--- config.mk ---
export PLATFORM = sky130hd
export DESIGN_NAME = seq_shifter
export DESIGN_NICKNAME = d
export VERILOG_FILES = /design/src/rtl/seq_shifter.sv
export SDC_FILE = /design/constraint.sdc
export NUM_CORES = 1
export LEC_CHECK = 0
export CORE_ASPECT_RATIO = 1.5
export CORE_MARGIN = 4
export CORE_UTILIZATION = 50
export DETAILED_ROUTE_END_ITERATION = 16
export HOLD_SLACK_MARGIN = 0.02
export PLACE_DENSITY = 0.78
export SLEW_MARGIN = 5
export SYNTH_ARGS = -nofsm -noshare
export SYNTH_HDL_FRONTEND = slang
export SYNTH_SLANG_ARGS = --single-unit
--- constraint.sdc ---
create_clock -name clk -period 2.1 [get_ports clk]
set_clock_uncertainty 0.05 [all_clocks]
set_input_delay 0.21 -clock clk [delete_from_list [all_inputs] [get_ports clk]]
set_output_delay 0.21 -clock clk [all_outputs]
set_load 0.005 [all_outputs]
--- src/rtl/seq_shifter.sv ---
// -----------------------------------------------------------------------------
// seq_shifter
//
// Multi-cycle barrel-shift substitute. It shifts one bit per clock until the
// requested distance is reached. A request is accepted in IDLE or DONE. The
// operand, distance and operation are latched on acceptance, so later changes
// on the inputs do not affect the operation in progress. The result is
// published on dout only when the operation completes. Intermediate shift
// values never appear on dout.
//
// Parameters
//   WIDTH  data width in bits (must equal 2**AW)
//   AW     shift-amount width
//
// Ports
//   clk    single clock, rising edge
//   rst    asynchronous, active-high reset
//   start  request, sampled on the rising edge of clk
//   din    operand, captured on acceptance
//   amt    shift distance 0..WIDTH-1, captured on acceptance
//   op     00 logical left, 01 logical right, 10 arithmetic right,
//          11 rotate left; captured on acceptance
//   busy   high while shift steps are in progress
//   done   one-cycle pulse marking that dout holds a new result
//   dout   result register, stable until the next operation completes
// -----------------------------------------------------------------------------
module seq_shifter #(
   parameter int WIDTH = 8,
   parameter int AW    = 3
) (
   input  logic             clk,
   input  logic             rst,
   input  logic             start,
   input  logic [WIDTH-1:0] din,
   input  logic [AW-1:0]    amt,
   input  logic [1:0]       op,
   output logic             busy,
   output logic             done,
   output logic [WIDTH-1:0] dout
);

   typedef enum logic [1:0] {
      IDLE  = 2'b00,
      SHIFT = 2'b01,
      DONE  = 2'b10
   } state_t;

   typedef enum logic [1:0] {
      OP_LSL = 2'b00,
      OP_LSR = 2'b01,
      OP_ASR = 2'b10,
      OP_ROL = 2'b11
   } op_t;

   state_t           state, state_nxt;
   op_t              op_q, op_nxt;
   logic [WIDTH-1:0] work, work_nxt;
   logic [WIDTH-1:0] dout_nxt;
   logic [WIDTH-1:0] stepped;
   logic [AW-1:0]    cnt, cnt_nxt;
   logic             accept;

   // One 1-bit step of the latched operation applied to the working register.
   always_comb begin
      unique case (op_q)
         OP_LSL:  stepped = {work[WIDTH-2:0], 1'b0};
         OP_LSR:  stepped = {1'b0, work[WIDTH-1:1]};
         OP_ASR:  stepped = {work[WIDTH-1], work[WIDTH-1:1]};
         OP_ROL:  stepped = {work[WIDTH-2:0], work[WIDTH-1]};
         default: stepped = work;
      endcase
   end

   // Next-state logic. dout is loaded only on the transition into DONE. This
   // keeps it steady through SHIFT and also across a back-to-back acceptance
   // from DONE.
   always_comb begin
      // NOTE: every output of this block gets a default first, so no path
      // leaves a variable unassigned and no latch is inferred.
      state_nxt = state;
      op_nxt    = op_q;
      work_nxt  = work;
      cnt_nxt   = cnt;
      dout_nxt  = dout;
      accept    = start && (state != SHIFT);

      if (accept) begin
         work_nxt = din;
         cnt_nxt  = amt;
         op_nxt   = op_t'(op);
         if (amt == '0) begin
            state_nxt = DONE;
            dout_nxt  = din;
         end else begin
            state_nxt = SHIFT;
         end
      end else begin
         unique case (state)
            SHIFT: begin
               work_nxt = stepped;
               cnt_nxt  = cnt - 1'b1;
               // The counter reaches zero on this edge, so finish here.
               if (cnt == AW'(1)) begin
                  state_nxt = DONE;
                  dout_nxt  = stepped;
               end
            end
            DONE:    state_nxt = IDLE;
            default: state_nxt = IDLE;
         endcase
      end
   end

   // NOTE: sequential state uses non-blocking assignments only. This way every
   // register samples the pre-edge values of the others.
   always_ff @(posedge clk or posedge rst) begin
      if (rst) begin
         state <= IDLE;
         op_q  <= OP_LSL;
         work  <= '0;
         cnt   <= '0;
         dout  <= '0;
      end else begin
         state <= state_nxt;
         op_q  <= op_nxt;
         work  <= work_nxt;
         cnt   <= cnt_nxt;
         dout  <= dout_nxt;
      end
   end

   // Both flags decode straight from the state register. The asynchronous
   // reset therefore clears them immediately, and that also removes any
   // pending done pulse.
   assign busy = (state == SHIFT);
   assign done = (state == DONE);

endmodule

==> out/metrics.cfg, run 1 <==
[sta]
setup_viol_count_final=0
hold_viol_final=0
layout_min_cycle_time_ns=1.93
maxSlewViolCount=0
worst_pin_slew_ns=0.289
rsz0062_at_grt=no
clock.fmax_ghz=0.519
timing.final.crit_share_pct=91.8
relSlewSlack_pct=80.5
fin_setup_tns_ns=0

[global_routing]
grt_max_degree=28
grt_pass1_wl_um=4600
antenna_found_initial=0
grt_usage_pct=16.7
overflow=0
grt_pass1_vias=976

[clock_tree]
clk_pin_slew_ns=0.13
numCtsBuffers=3
cts_tree=yes
clock_path_buffers=2
cts_setup_buffers=0
cts_sinks=23
h-tree-depth=1
clk_latency_ns=0.31
clockRootBuffer=clkbuf_4

[logic_synthesis]
syn_avg_cell_area_um2=10.6
synth_top_family_by_area=compound AO/OA/AOI/OAI gates
synth.cell_area_um2=1250
yosysSeqAreaShare_pct=46.0
synthTopCellsByArea=dfrtp_1 46%, mux2_2 9.0%, a21oi_1 6.4%
ys_types=29
synth_xor_area_share_pct=2.20
synthAdderAreaFrac_pct=2.00
synth.net_count=136
synth_mux_area_share_pct=15.5
synthCells=118
synth-simple-area-share_pct=12.7
synth_compound_area_share_pct=17.2
yosys_warnings=0
yosysTopAreaCell=dfrtp_1
synth-seq-cells=23
synth_top_area_share_pct=46.0

[placed_design]
hpwl_um=1920
numPortBuffers=25
gp_congestion=0.790

[critical_path]
cp.required_ns=1.84
rrSetupSlack_ns=0.45
cp_max_fo=18
path_class=reg -> out
arrival_ns=1.67
reg2reg_from=state[0]
reg2reg_depth=6
endpoint_kind=primary output
start_kind=flip-flop
r2r-end=dout[2]

[die]
rows=22
floorplan.core_area_um2=2420
dieArea_um2=3390
die_w_um=48.9
io_pins=26
die_h_um=69.3
initial_core_util_pct=51.7

[routing]
ant_nets=0
drt_first_pass_iters=4
wl_per_cell_um=15.1
vias=954
drtIter0Drc=26
drt-total-wl_um=2570
vias_per_cell=5.61
route.detailed.drc=0

[layout]
drive_above_1_share_pct=16.4
layout.nets=165
area_growth_syn_to_layout_pct=27.1
antenna_cells=0
fillers=193

[worst_hold_path]
hold_class=in -> async

[power]
p_per_area_nw_per_um2=1500
peakVddDrop_mv=0.880
leakagePower_nw=0.675
power_w=0.00239

[outcome]
outcome=complete, no violations

[flow_run]
drv_cap=0

logic make-up (layout without fill, tap and decap cells):
family | after synthesis | in the layout
AO/OA/AOI/OAI | 33 | 33
XOR/XNOR | 1 | 1
adder cells (fa/ha/maj) | 2 | 2
buffers and inverters | 13 | 41
flip-flops | 23 | 23
multiplexers | 18 | 18
AND/OR/NAND/NOR | 28 | 28
sequential cells by signal, summed over array words and instances, names as in the netlist:
name / count
work: 8
state: 2
cnt: 3
op_q: 2
dout: 8
what timing repair did:
action | CTS | global route
gates resized for setup | 1 | 2
cloned | 0 | 0
hold buffers | 0 | 0
endpoints found under the setup margin | 1 | 1
layout by cell type, fill, tap and decap left out:
cell type        netlist  final
nor3_1                 1      1
a2bb2oi_1              1      1
o22a_1                 1      1
xor2_4                 1      1
dfrtp_1               23     23
inv_1                  5      5
a21boi_0               1      1
o311ai_0               1      1
o211a_1                1      1
o21ai_0                2      2
nor2b_1                9      9
mux2_1                 1      1
a21boi_2               1      1
buf_12                 0      1
nand2_1                4      4
nand3_1                1      1
a21oi_1               16     16
clkbuf_4               0      3
ha_1                   2      2
a32oi_1                1      1
mux2_2                10     10
nand2b_2               0      1
clkinv_2               0      1
nor2_1                 5      5
clkinv_4               0      1
buf_4                  0      5
clkdlybuf4s50_1        0     25
a211oi_1               6      6
mux2i_1                7      7
nor3b_1                7      7
a221oi_1               1      1
o21bai_1               1      1
layout make-up:
cell class                      count  area (µm²)  share of cell area (%)
Clock buffer                        3        22.5                    1.42
Inverter                            6        27.5                    1.73
Multi-Input combinational cell     82         623                    39.2
Timing Repair Buffer               31         308                    19.3
Tap cell                           24        30.0                    1.89
Clock inverter                      1        5.00                   0.314
Sequential cell                    23         576                    36.2
critical path, cell delays in order (launching register included):
cell and delay [ns]:
dfrtp_1 0.39, nand2b_2 0.28, clkinv_4 0.17, clkdlybuf4s50_1 0.52
worst max-delay path by stage:
stage	start	end	slack [ns]	cells past startpoint
after floorplan	state[1]	dout[1]	0.53	5
after global placement	start	dout[0]	0.29	6
after detailed placement	start	dout[0]	0.28	6
after CTS	state[1]	busy	0.04	3
after global routing	state[1]	busy	0.11	3
final	state[1]	busy	0.17	3
cells in the mapped netlist (all sizes together):
master / n
buf: 6
nor3b: 7
clkbuf: 1
o211a: 1
mux2i: 7
a21boi: 2
o311ai: 1
dfrtp: 23
nor2: 5
nor3: 1
nor2b: 9
nand2: 4
a221oi: 1
nand2b: 1
inv: 6
xor2: 1
a32oi: 1
o21bai: 1
a2bb2oi: 1
ha: 2
mux2: 11
o21ai: 2
o22a: 1
nand3: 1
a211oi: 6
a21oi: 16
through the flow:
stage	utilization [%]	std cells	hold slack [ns]	setup slack [ns]	instance area, µm²
2_1_floorplan	-	118	0.162	0.525	1250
3_3_place_gp	64.3	166	0.435	0.294	1560
3_5_place_dp	64.3	166	0.431	0.276	1560
4_1_cts	65.5	170	0.179	0.0384	1590
5_1_grt	65.7	170	0.206	0.110	1590
6_report	65.7	170	0.171	0.172	1590
layer usage:
layer	global-route usage [%]	vias to the layer above	wire (µm)
met3	3.66	4	85
met1	22.5	456	1160
met2	25.7	15	1290
met5	0	-	0
met4	6.59	0	35
li1	-	479	-
power by group:
group	internal, W	total (W)	switching [W]
registers	0.000675	0.000858	0.000183
clock network	0.0000713	0.000211	0.000140
logic	0.000718	0.00132	0.000601
total	0.00146	0.00239	0.000924
Note: power is estimated with default switching activity, not from simulation.
==> inputs of run 2 (changes only) <==
- CELL_PAD_IN_SITES_DETAIL_PLACEMENT: not set -> 1
- CELL_PAD_IN_SITES_GLOBAL_PLACEMENT: not set -> 2
- CORE_ASPECT_RATIO: 1.5 -> 1.25
- CORE_UTILIZATION: 50 -> 31
- PLACE_DENSITY: 0.78 -> not set
- PLACE_DENSITY_LB_ADDON: not set -> 0.1
- clock period: 2.1 -> 1.9 ns (I/O delays scaled with it)
==> run 2 against run 1 <==
Against the previous run:
- sequential share of layout area shrank 1.1 points
- core utilization decreased by 23 points
- highest routed layer unchanged
- wire length increased by 18%
- critical endpoint unchanged
==> out/metrics.cfg, run 2 (same netlist as run 1, synthesis figures left out) <==
[layout]
final_cells=201  ; was 170
regArea_um2=576  ; unchanged
antenna_cells=0  ; unchanged
area_growth_syn_to_layout_pct=31.2  ; was 27.1%
fillers=439  ; was 193
fin_util_pct=42.7  ; was 65.7%
top_regs=dout: 8 flops, work: 8 flops, cnt: 3 flops  ; unchanged
layout.nets=166  ; was 165
drive_above_1_share_pct=16.3  ; was 16.4%
mostFrequentLayoutCell=clkdlybuf4s50_1  ; unchanged
multi_input_area_um2=628  ; was 623 µm²
most-common-layout-cells=25 x clkdlybuf4s50_1, 23 x dfrtp_1, 16 x a21oi_1  ; unchanged

[sta]
timing.final.crit_share_pct=92.6
worst_pin_slew_ns=0.392  ; was 0.289 ns
setup_viol_count_final=0  ; unchanged
clock.fmax_ghz=0.568
rsz0062_at_grt=no  ; unchanged
relSlewSlack_pct=73.8  ; was 80.5%
hold_viol_final=0  ; unchanged
maxSlewViolCount=0  ; unchanged
layout_min_cycle_time_ns=1.76

[critical_path]
start_kind=flip-flop  ; unchanged
cp.required_ns=1.66  ; was 1.84 ns
path_class=reg -> out  ; unchanged
cp_max_fo=7  ; was 18
endpoint_kind=primary output  ; unchanged
arrival_ns=1.52  ; was 1.67 ns

[routing]
vias=993  ; was 954
route.detailed.drc=0  ; unchanged
wl_per_cell_um=15.1  ; about the same
vias_per_cell=4.94  ; was 5.61
drt_first_pass_iters=4  ; unchanged
ant_nets=0  ; unchanged
drtIter0Drc=37  ; was 26
drt-total-wl_um=3040  ; was 2570 µm

[power]
leakagePower_nw=0.694  ; was 0.675 nW
peakVddDrop_mv=0.558  ; was 0.880 mV
p_per_area_nw_per_um2=1680  ; was 1500 nW/µm²

[placed_design]
dp.cells=197  ; was 166
gp_congestion=0.701  ; was 0.790
hpwl_um=2230  ; was 1920 µm
numPortBuffers=25  ; unchanged

[clock_tree]
clk_latency_ns=0.27  ; was 0.31 ns
cts_setup_buffers=0  ; unchanged
cts_tree=yes  ; unchanged
clk_pin_slew_ns=0.09  ; was 0.13 ns
cts_sinks=23  ; unchanged
clock_path_buffers=2  ; unchanged
clockRootBuffer=clkbuf_8  ; was clkbuf_4
h-tree-depth=1  ; unchanged
numCtsBuffers=3  ; unchanged
post_cts_resized=0  ; was 1
hold_buffers=0  ; unchanged

[global_routing]
grt_usage_pct=13.7  ; was 16.7%
antenna_found_initial=0  ; unchanged
overflow=0  ; unchanged
grt_pass1_wl_um=5340  ; was 4600 µm
grt_max_degree=28  ; unchanged
grt_pass1_vias=1092  ; was 976

[die]
dieArea_um2=5130  ; was 3390 µm²
floorplan.core_area_um2=3850  ; was 2420 µm²
io_pins=26  ; unchanged
die_h_um=79.1  ; was 69.3 µm
die_w_um=64.9  ; was 48.9 µm
initial_core_util_pct=32.6  ; was 51.7%
rows=25  ; was 22

[flow_run]
drv_cap=0  ; unchanged

[worst_hold_path]
hold_class=in -> async  ; unchanged

[outcome]
outcome=complete, no violations  ; unchanged

-- run 2: cell type report --
| cell class | count | share of cell area (%) |
|---|---|---|
| flip-flops and latches | 23 | 35.0 |
| clock inverters | 1 | 0.305 |
| repair buffers | 32 | 18.4 |
| multi-input cells | 82 | 38.2 |
| well taps | 54 | 4.11 |
| inverters | 6 | 1.37 |
| clock buffers | 3 | 2.51 |
-- run 2: final timing paths --
path / startpoint / to / cells past startpoint / slack [ns]
max in group asynchronous: rst / cnt[2] / 3 / 1.36
min reg2reg: dout[4] / dout[4] / 1 / 0.46
max: state[1] / busy / 3 / 0.14
min: rst / dout[4] / 3 / 0.20
max reg2reg: op_q[1] / dout[1] / 4 / 0.23
min in group clk: dout[4] / dout[4] / 1 / 0.46
-- run 2: worst max-delay path, cell delays in order (launching register included) --
cell and delay, ns:
dfrtp_1 0.38, nand2b_1 0.19, inv_2 0.16, clkdlybuf4s50_1 0.53
-- run 2: report_power, final --
part,internal [W],switching [W],total (W)
Clock,0.000147,0.000168,0.000314
Sequential,0.000748,0.000191,0.000939
Combinational,0.000816,0.000695,0.00151
-- run 2: stage by stage --
step	hold slack, ns	setup slack (ns)	power, W	setup TNS (ns)	instance area [µm²]
final	0.203	0.141	0.00276	0	1640
after global placement	0.434	-0.0872	0.00244	-0.580	1590
after detailed placement	0.445	-0.110	0.00248	-0.727	1590
after CTS	0.209	0.0438	0.00282	0	1640
after global routing	0.235	0.0511	0.00305	0	1640
after floorplan	0.142	0.325	0.00192	0	1250
-- run 2: routing by layer --
| metal | global-route usage (%) | routed length (µm) |
|---|---|---|
| met4 | 6.34 | 56 |
| met1 | 17.6 | 1340 |
| met3 | 2.26 | 92 |
| met5 | 0 | 0 |
| met2 | 22.3 | 1550 |
==> inputs of run 3 (changes only) <==
==> constraint.sdc (replaced) <==
create_clock -name clk -period 2 [get_ports clk]
set_clock_uncertainty 0.05 [all_clocks]
set_input_delay 0.2 -clock clk [delete_from_list [all_inputs] [get_ports clk]]
set_output_delay 0.2 -clock clk [all_outputs]
set_load 0.1 [all_outputs]
==> run 3 against run 2 <==
Against the previous run:
- final cell count stayed put
- sequential share of layout area rose by 0.46 points
- first-iteration DRC count decreased by 30%
- register-to-register slack got worse by 0.05 ns
- critical path depth up 1
- count of clock-buffer cells in the layout increased by 1
- hold slack improved by 0.014 ns
- worst setup slack better by 0.037 ns
- sequential cell count unchanged
- non-clock buffer count is the same
- core utilization down 0.55 points
- design area is 1.3% lower
==> out/metrics.cfg, run 3 (same netlist as run 1, synthesis figures left out) <==
[layout]
fillers=446  ; was 439
area_growth_syn_to_layout_pct=29.5  ; was 31.2%
antenna_cells=0  ; unchanged
most-common-layout-cells=23 x dfrtp_1, 16 x a21oi_1, 16 x buf_4  ; was 25 x clkdlybuf4s50_1, 23 x dfrtp_1, 16 x a21oi_1
regArea_um2=576  ; unchanged
layout.nets=166  ; unchanged
multi_input_area_um2=621  ; was 628 µm²
mostFrequentLayoutCell=dfrtp_1  ; was clkdlybuf4s50_1
drive_above_1_share_pct=22.4  ; was 16.3%
top_regs=dout: 8 flops, work: 8 flops, cnt: 3 flops  ; unchanged

[routing]
drtIter0Drc=26  ; was 37
route.detailed.drc=0  ; unchanged
ant_nets=0  ; unchanged
drt-total-wl_um=3110  ; was 3040 µm
vias=987  ; was 993
drt_first_pass_iters=4  ; unchanged
wl_per_cell_um=15.5  ; was 15.1 µm
vias_per_cell=4.91  ; was 4.94

[sta]
maxSlewViolCount=0  ; unchanged
timing.final.crit_share_pct=91.1
worst_pin_slew_ns=0.625  ; was 0.392 ns
fin_hold_ws_ns=0.217  ; was 0.203 ns
hold_viol_final=0  ; unchanged
rsz0062_at_grt=no  ; unchanged
setup_viol_count_final=0  ; unchanged
relSlewSlack_pct=58.1  ; was 73.8%
layout_min_cycle_time_ns=1.82
fin_setup_tns_ns=0  ; unchanged
clock.fmax_ghz=0.549

[placed_design]
hpwl_um=2270  ; was 2230 µm
numPortBuffers=25  ; unchanged
gp_congestion=0.724  ; was 0.701

[clock_tree]
clock_path_buffers=2  ; unchanged
numCtsBuffers=3  ; unchanged
h-tree-depth=1  ; unchanged
clockRootBuffer=clkbuf_8  ; unchanged
clk_pin_slew_ns=0.09  ; about the same
post_cts_resized=0  ; unchanged
cts_setup_buffers=0  ; unchanged
hold_buffers=0  ; unchanged
cts_sinks=23  ; unchanged
clk_latency_ns=0.27  ; about the same
cts_tree=yes  ; unchanged

[global_routing]
grt_pass1_vias=1074  ; was 1092
antenna_found_initial=0  ; unchanged
grt_max_degree=28  ; unchanged
grt_pass1_wl_um=5260  ; was 5340 µm
overflow=0  ; unchanged
grt_usage_pct=13.5  ; was 13.7%

[die]
floorplan.core_area_um2=3850  ; unchanged
dieArea_um2=5130  ; unchanged
rows=25  ; unchanged
io_pins=26  ; unchanged
die_w_um=64.9  ; unchanged
die_h_um=79.1  ; unchanged
initial_core_util_pct=32.6  ; unchanged

[flow_run]
drv_cap=0  ; unchanged

[critical_path]
arrival_ns=1.94  ; was 1.52 ns
cp_max_fo=9  ; was 7
cp.required_ns=2.12  ; was 1.66 ns
path_class=reg -> reg  ; was reg -> out
critPathBufInv=0  ; was 2
path_delay_family=compound AO/OA/AOI/OAI gates  ; was buffers and inverters
crit_slowest_cell=a21boi_2  ; was clkdlybuf4s50_1
critPathMaxStageDelay_ns=0.52  ; was 0.53 ns
start_kind=flip-flop  ; unchanged
endpoint_kind=flip-flop  ; was primary output
cp_cell_sequence=nand2b_1, nand3_1, a21boi_2, mux2_2  ; was nand2b_1, inv_2, clkdlybuf4s50_1

[outcome]
outcome=complete, no violations  ; unchanged

[worst_hold_path]
hold_class=in -> async  ; unchanged

run 3: changes by cell type in the layout (fill, tap and decap cells not counted), sizes merged:
cell,delta
clkinv,-1
clkbuf,+1
clkdlybuf4s50,-10
buf,+10
run 3: metrics by stage:
stage                     utilization [%]  setup WS [ns]  std cells  instance area (µm²)
after floorplan                         -         0.0493        118                 1250
after global placement               41.0         0.0234        197                 1580
after detailed placement             41.0      -0.000689        197                 1580
after CTS                            42.1          0.130        201                 1620
after global routing                 42.1         0.0346        201                 1620
final                                42.1          0.178        201                 1620
run 3: final cells by class:
class | count | share of cell area [%]
Inverter | 6 | 1.39
Tap cell | 54 | 4.17
Timing Repair Buffer | 32 | 17.9
Sequential cell | 23 | 35.5
Multi-Input combinational cell | 82 | 38.3
Clock buffer | 4 | 2.78
run 3: path summary, 6_finish.rpt:
kind / cells after the start / slack, ns / start / to
hold / removal: 3 / 0.22 / rst / dout[5]
setup reg to reg: 4 / 0.18 / state[1] / dout[6]
min in group clk: 1 / 0.46 / dout[6] / dout[6]
hold reg to reg: 1 / 0.46 / dout[6] / dout[6]
max in group asynchronous: 3 / 1.44 / rst / cnt[1]
setup / recovery: 4 / 0.18 / state[1] / dout[6]
run 3: metal layers:
| metal | global-route usage, % | share of wire [%] |
|---|---|---|
| met1 | 18.1 | 45 |
| met2 | 21.1 | 49 |
| met3 | 2.69 | 4.4 |
| met4 | 5.07 | 1.8 |
| met5 | 0 | 0 |
run 3: worst register-to-register path: cells and delay by family, from the launching register on:
kind	cells	cell delay, ns
muxes	1	0.40
AOI/OAI and AO/OA	1	0.52
and+or+nand+nor	2	0.37
DFF	1	0.38
Power of run 3 is left out: the tool's default activity adds up to more than one toggle a clock period on the data nets, which glitch-free logic cannot reach.
==> patch (flow settings as in run 1) <==
Reset style: synchronous (`rst`), changed in one clocked block. Comments in the files are not updated.
--- a/src/rtl/seq_shifter.sv
+++ b/src/rtl/seq_shifter.sv
@@ -114,5 +114,5 @@
    // NOTE: sequential state uses non-blocking assignments only. This way every
    // register samples the pre-edge values of the others.
-   always_ff @(posedge clk or posedge rst) begin
+   always_ff @(posedge clk) begin
       if (rst) begin
          state <= IDLE;
Formal check against the unedited RTL: differs if rst is asserted again (counterexample within 4 cycles, from zero or initial values and one cycle with rst high); with rst held inactive, the same outputs for 10 cycles.
==> patch against run 1 <==
- global-route usage increased by 2.9 points
- first-iteration DRC count shrank 31%
- sequential cell count unchanged
- synthesized area shrank 10%
- wire length increased by 5.9%
- worst hold slack improved by 0.22 ns
- cell area down 11%
- setup slack improved by 0.0028 ns
- non-clock buffer count fell by 4
- critical path depth is the same
- highest routed layer unchanged
Power is not compared: it rests on default switching activity, and its combinational part moved more than twofold at a synthesized area within 25%.
==> patch: results (changes against run 1) <==
| Metric | Value |
|---|---|
| Number of global-route vias before repair | `1048 (+7.4%)` |
| Largest net degree at the start of global routing | `16 (-43%)` |
| Type of the worst min-delay path | `input pin to flop` |
| Non-Filler Instances | `167 (-1.8%)` |
| Post-DP HPWL | `1960 um (+2.4%)` |
| Crit path required time | `1.84 ns (about the same)` |
| Most instantiated cells after synthesis | `dfxtp_1 (23), nand2_1 (15), a32o_1 (13), nor2b_1 (9)` |
| Vias/cell | `5.94 (+5.9%)` |
| Synth area leaders | `dfxtp_1 (41%), a32o_1 (12%), mux2i_1 (5.4%)` |
| RR Endpoint | `dout[0]` |
| Adder-cell area share of the yosys netlist | `0.0223 (+0.00232)` |
| Sequential-to-total area share from yosys stat | `0.410 (-0.0493)` |
| Total CTS buffers | `3 (unchanged)` |
| Gpl congestion | `0.825 (+4.4%)` |
| Worst R2R Start | `cnt[1]` |
| Post-synth ARST share | `0 (-1.00)` |
| First-pass GRT wire length | `4510 um (-2.0%)` |
| Launch point of the worst path | `state[1]` |
| Area after DPL | `1390 sq um (-11%)` |
| CP Max Fanout | `15 (-3)` |
| Post-synthesis xor/xnor area fraction | `0.0245 (+0.00255)` |
| Clock latency on the worst-skew pair | `0.31 ns (about the same)` |
| Compound-Gate Fraction of Synth Area | `0.232 (+0.0601)` |
| CTS resizes | `0 (-1)` |
| Status | `completed` |
| Distinct cell type count after synthesis | `30 (+3.4%)` |
| Dpl cells | `163 (-1.8%)` |
| Total wire length | `2720 um (+5.9%)` |
| Share of layout cells above drive strength 1 | `0.0897 (-0.0747)` |
| R2R setup slack | `0.31 ns (-0.14 ns)` |
| Mux share of post-synthesis cell area | `0.0635 (-0.0913)` |
| Initial DRC count | `18 (-31%)` |
| Total track usage | `0.195 (+0.0286)` |
| Nets in the synthesized netlist | `137 (+0.74%)` |
| Relative slew slack | `0.590 (-0.215)` |
-- patch: cell count changes after synthesis, moves of 2 or more --
cell / run 1 / this run
a22o_1: 0 / 2
a211oi_1: 6 / 3
nor2_2: 0 / 2
a21oi_1: 16 / 7
dfxtp_1: 0 / 23
buf_2: 6 / 4
or3_1: 0 / 7
nor3b_1: 7 / 2
mux2_2: 10 / 1
inv_1: 5 / 3
a32o_1: 0 / 13
nand2_1: 4 / 15
dfrtp_1: 23 / 0
-- patch: final cells by class --
cell class              instances  area (sq um)
flip-flops and latches         23           460
well taps                      22          27.5
inverters                       4          15.0
clock buffers                   3          22.5
clock inverters                 1          5.00
multi-input cells              87           623
repair buffers                 27           265
fillers                       190           658
-- patch: metrics by stage --
stage / hold slack [ns] / setup WS [ns] / power, uW
after CTS: 0.396 / 0.179 / 931
after global placement: 0.396 / 0.201 / 728
after detailed placement: 0.410 / 0.164 / 733
final: 0.386 / 0.175 / 929
after global routing: 0.404 / 0.0952 / 983
after floorplan: 0.296 / 0.666 / 647
-- patch: worst min-delay path by stage --
| stage | start | to | slack, ns | cells past startpoint |
|---|---|---|---|---|
| after floorplan | op[0] | op_q[0] | 0.30 | 2 |
| after global placement | dout[4] | dout[4] | 0.40 | 1 |
| after detailed placement | dout[1] | dout[1] | 0.41 | 1 |
| after CTS | op[1] | op_q[1] | 0.40 | 3 |
| after global routing | op[1] | op_q[1] | 0.40 | 3 |
| final | op[1] | op_q[1] | 0.39 | 3 |
-- patch: per-layer routing --
| layer | routed length (um) | vias to the layer above | track usage |
|---|---|---|---|
| met2 | 1400 | 27 | 0.321 |
| met3 | 162 | 4 | 0.0300 |
| li1 | - | 497 | - |
| met1 | 1140 | 464 | 0.249 |
| met4 | 21 | 0 | 0.0727 |
| met5 | 0 | - | 0 |
-- patch: cells by family after synthesis --
kind of cell	after synthesis
AOI/OAI and AO/OA	32
buffers and inverters	9
muxes	7
DFF	23
and+or+nand+nor	45
adders and majority gates	2
xor gates and xnor gates	1
-- patch: where the power goes --
part           switching (uW)  internal, uW  leakage, uW  total (uW)
logic                     110           115     0.000328         226
clock network             132          71.2    0.0000177         203
registers                30.0           470     0.000188         500
total                     272           657     0.000534         929
-- patch: worst max-delay path, stage by stage, from the launching register on --
cell             delay [ns]
dfxtp_1                0.34
nand2b_2               0.23
inv_2                  0.22
clkdlybuf4s50_1        0.56
